<file path="config.mk">
export PLATFORM = sky130hd
export DESIGN_NAME = reg_bank8_wb
export DESIGN_NICKNAME = d
export VERILOG_FILES = /design/src/rtl/reg_bank8_wb.sv
export SDC_FILE = /design/constraint.sdc
export NUM_CORES = 1
export LEC_CHECK = 0
export CORE_ASPECT_RATIO = 0.8
export CORE_MARGIN = 10
export CORE_UTILIZATION = 26
export CTS_BUF_LIST = sky130_fd_sc_hd__clkbuf_8
export CTS_CLUSTER_DIAMETER = 100
export DETAILED_ROUTE_END_ITERATION = 8
export PLACE_DENSITY = 0.39
export SYNTH_ARGS = -nofsm -noshare
export SYNTH_HDL_FRONTEND = slang
export SYNTH_SLANG_ARGS = --single-unit
</file>
<file path="constraint.sdc">
create_clock -name clk -period 2.9 [get_ports clk]
set_input_delay 0.29 -clock clk [delete_from_list [all_inputs] [get_ports clk]]
set_output_delay 0.29 -clock clk [all_outputs]
set_load 0.01 [all_outputs]
</file>
<file path="src/rtl/reg_bank8_wb.sv">
// reg_bank8_wb: eight-entry register bank with a staged write-back port and forwarding read ports
module reg_bank8_wb #(
  parameter int WIDTH     = 64,
  parameter bit ZERO_LAST = 1'b1
) (
  input  logic             clk,
  input  logic             reset_n,
  input  logic             wr_valid,
  output logic             wr_ready,
  input  logic [2:0]       wr_addr,
  input  logic [WIDTH-1:0] wr_data,
  input  logic             freeze,
  input  logic [2:0]       rd_addr_a,
  input  logic [2:0]       rd_addr_b,
  output logic [WIDTH-1:0] rd_data_a,
  output logic [WIDTH-1:0] rd_data_b,
  output logic [7:0]       commit_onehot,
  output logic             stage_busy
);
  localparam logic [7:0] MASK = ZERO_LAST ? 8'h7f : 8'hff;
  logic             r_stage_valid;
  logic [2:0]       r_stage_addr;
  logic [WIDTH-1:0] r_stage_data;
  logic [WIDTH-1:0] r_mem [8];
  logic             w_accept;
  logic [7:0]       w_commit;
  assign wr_ready      = ~freeze;
  assign w_accept      = wr_valid & ~freeze;
  assign w_commit      = r_stage_valid ? ((8'd1 << r_stage_addr) & MASK) : 8'd0;
  assign commit_onehot = w_commit;
  assign stage_busy    = r_stage_valid;
  // stage register: captures an accepted write, empties when nothing is accepted
  always_ff @(posedge clk or negedge reset_n) begin
    if (!reset_n) begin
      r_stage_valid <= 1'b0;
      r_stage_addr  <= 3'd0;
      r_stage_data  <= '0;
    end else begin
      r_stage_valid <= w_accept;
      if (w_accept) begin
        r_stage_addr <= wr_addr;
        r_stage_data <= wr_data;
      end
    end
  end
  // array commit through the one-hot enable
  always_ff @(posedge clk or negedge reset_n) begin
    if (!reset_n) begin
      for (int i = 0; i < 8; i++) r_mem[i] <= '0;
    end else begin
      for (int i = 0; i < 8; i++) if (w_commit[i]) r_mem[i] <= r_stage_data;
    end
  end
  // read ports: zero entry first, then the staged write, then the array
  always_comb begin
    rd_data_a = (ZERO_LAST && rd_addr_a == 3'd7) ? '0 :
                (r_stage_valid && r_stage_addr == rd_addr_a) ? r_stage_data : r_mem[rd_addr_a];
    rd_data_b = (ZERO_LAST && rd_addr_b == 3'd7) ? '0 :
                (r_stage_valid && r_stage_addr == rd_addr_b) ? r_stage_data : r_mem[rd_addr_b];
  end
endmodule

</file>
==> flow_metrics.py <==
metrics = {
    "clocking": {
        "clk_latency_ns": 0.80,
        "ctsRootBufferMaster": "clkbuf_8",
        "cts_buffer_depth": 3,
        "worst_setup_hold_path_clk_slew_ns": 0.06,
        "cts_tree": "done",
        "cts_made_buffers": 99,
        "h-tree-depth": 3,
        "numClockSinks": 516,
    },
    "setup_path": {
        "end_kind": "output port",
        "worstSetupPathType": "flip-flop to output port",
        "worst_path_max_delay_cell": "dfrtp_2",
        "start_kind": "flip-flop",
        "cpPeakStageDelay_ns": 0.46,
        "path_cells": "buf_4 > xor2_2 > nor4b_4 > a31oi_4 > buf_12 > clkbuf_16 > a22o_4 > buf_6",
        "arrival_ns": 2.78,
        "critPathMaxFanout": 8,
        "r2r_cells": 6,
        "crit_required_ns": 2.61,
    },
    "global_route": {
        "grt_first_pass_wirelength_um": 161000,
        "antenna_found_initial": 6,
        "grt.total_usage_pct": 17.9,
        "grt_max_degree": 93,
        "grt_pass1_vias": 22411,
        "grt.overflow.total": 0,
    },
    "detailed_routing": {
        "route.vias.total": 20872,
        "dr.pass1.iters": 5,
        "vias_per_cell": 5.13,
        "drt-total-wl_um": 112000,
        "drt_iter0_drc": 1534,
        "avgRoutedWirePerCell_um": 27.6,
        "drc": 0,
        "ant_nets": 0,
    },
    "floorplanning": {
        "start_util_pct": 26.2,
        "die-width_um": 386,
        "ios": 215,
        "fp.dieH_um": 313,
        "rows": 107,
        "die-area_sq_um": 121000,
        "core_sq_um": 106000,
    },
    "status": {
        "violations": "negative setup slack",
        "status": "finished with violations",
    },
    "synthesis": {
        "ys_seq_elements": 516,
        "synth_cell_type_count": 39,
        "synth_nets": 2382,
        "netlist_instances": 2305,
        "synthFlopType": "dfrtp_1",
        "synth_area_per_cell_sq_um": 12.1,
        "async_reset_ff_share_pct": 100,
        "yosysWarnings": 0,
        "syn_area_sq_um": 27800,
        "synth_edf_count": 0,
        "yosysSeqAreaShare_pct": 46.4,
    },
    "timing": {
        "finalClockSkew_ns": 0.0465,
        "slew_violations": 0,
        "finalSetupViolCount": 122,
        "layout_min_cycle_time_ns": 3.07,
        "setup_slack_ns": -0.170,
        "hold_viol": 0,
        "max_freq_mhz": 326,
        "max_slew.worst_pin.slew_ns": 0.844,
        "rsz0062_at_grt": "true",
        "post-route-period-util_pct": 106,
        "finalSetupTns_ns": -11.86,
        "relSlewSlack_pct": 43.8,
    },
    "pwr": {
        "p_seq_share_pct": 42.1,
        "powerDensity_nw_per_um2": 886,
        "sw_frac_of_total_pct": 34.1,
        "p_int_uw": 20900,
        "leakagePower_uw": 0.0160,
        "clkPwrFrac_pct": 24.6,
        "switching_power_uw": 10800,
        "vdd_drop_max_v": 0.000317,
        "comb_power_share_pct": 33.3,
    },
    "final_layout": {
        "layout_common_cells": "dfrtp_1 (512), mux2_2 (388), nand2_1 (386), mux2i_1 (182), clkbuf_8 (132)",
        "fill_cells": 10566,
        "register_area_sq_um": 12900,
        "layout_commonest_cell": "dfrtp_1",
        "multi_input_area_sq_um": 14400,
        "fin_nets": 2647,
        "drive_above_1_share_pct": 41.0,
        "area_growth_syn_to_layout_pct": 28.7,
    },
    "job": {
        "max_cap_violations": 0,
    },
    "place": {
        "pre_cts_slack_ns": -0.0920,
        "hpwl_um": 60200,
        "io_buffers": 213,
        "gp_congestion": 0.791,
    },
    "hold_path": {
        "min_path_type": "primary input to async pin",
    },
}
worst paths after layout:
| kind | slack [ns] | endpoint | startpoint |
|---|---|---|---|
| hold / removal | 0.09 | r_mem[259] | reset_n |
| max in group asynchronous | 1.75 | r_mem[278] | reset_n |
| setup / recovery | -0.17 | rd_data_b[40] | r_stage_addr[1] |
| setup reg to reg | 0.51 | r_mem[204] | r_stage_addr[0] |
| min in group clk | 0.10 | r_stage_data[53] | wr_data[53] |
| hold reg to reg | 0.50 | r_mem[137] | r_mem[137] |
power by group through the flow:
stage                     Sequential (uW)  Clock [uW]  Combinational, uW
after global placement              13300           0              10300
after detailed placement            13300           0              10400
after floorplan                     12000           0               7410
final                               13300        7810              10600
after global routing                13800        8430              11600
after CTS                           13300        8090              10400
Yosys cell counts (2+ instances only):
cell type	n	share of area, %
mux4_2	127	10
xor2_1	5	0.16
buf_2	99	1.8
nand2b_1	2	0.045
nor3_1	2	0.036
inv_1	4	0.054
a21oi_1	74	1.3
mux2_2	388	16
o211ai_1	2	0.054
a22o_1	73	2.3
buf_1	18	0.24
nand2_1	387	5.2
nand4b_1	2	0.063
o2bb2ai_1	109	3.4
buf_6	6	0.24
mux2i_1	182	6.6
dfrtp_1	516	46
nor2b_1	3	0.067
clkbuf_1	126	1.7
nor2_1	77	1.0
buf_4	13	0.35
a2bb2oi_1	73	2.3
logic make-up after synthesis:
family / Yosys count / share of synthesized area (%)
compound gates: 338 / 9.72
xor+xnor: 6 / 0.189
buf+inv: 266 / 4.37
flops: 516 / 46.4
mux: 697 / 32.5
other cells: 1 / 0.0135
simple gates: 481 / 6.73
registers in the layout, summed over array words and instances (netlist names):
| signal | flops |
|---|---|
| r_mem | 448 |
| r_stage_data | 64 |
| r_stage_addr | 3 |
| stage_busy | 1 |
per-layer routing:
metal  GRT usage (%)  share of wire (%)  up-vias
li1                -                  -     8964
met1            24.1                 46    11031
met2            27.2                 44      678
met3            5.14                6.7      197
met4            6.26                3.3        2
met5               0             0.0062        -
worst max-delay path, delay by kind of cell (launching register included):
family                 cells  cell delay, ns
AND/OR/NAND/NOR            1            0.35
AO/OA/AOI/OAI              2            0.31
XOR/XNOR                   1            0.15
buffers and inverters      4            0.69
flip-flops                 1            0.46
area by class of cell:
cell class                      count  area share [%]
Sequential cell                   516            36.1
Timing Repair Buffer              425            12.9
Antenna cell                        3          0.0210
Clock inverter                     47           0.832
Clock buffer                      132            5.07
Inverter                            4          0.0489
Multi-Input combinational cell   1524            40.1
Tap cell                         1417            4.95
through the flow:
stage | cell area (sq um) | utilization, % | cells | hold slack, ns | power, uW
3_3_place_gp | 31900 | 30.0 | 3785 | 0.387 | 23600
2_1_floorplan | 27800 | - | 2305 | -0.00559 | 19400
3_5_place_dp | 31900 | 30.0 | 3785 | 0.381 | 23800
5_1_grt | 35800 | 33.7 | 4067 | 0.0439 | 33800
6_report | 35800 | 33.7 | 4068 | 0.0941 | 31700
4_1_cts | 34800 | 32.7 | 4013 | 0.0169 | 31700
what timing repair did:
action | in CTS | in global routing
pin swaps | 61 | 19
resized for setup | 596 | 111
endpoints found under the hold margin | 53 | 0
endpoints found under the setup margin | 132 | 133
hold buffers | 1 | 0
buffers inserted | 36 | 47
cloned | 14 | 10
(Power assumes the default switching activity.)
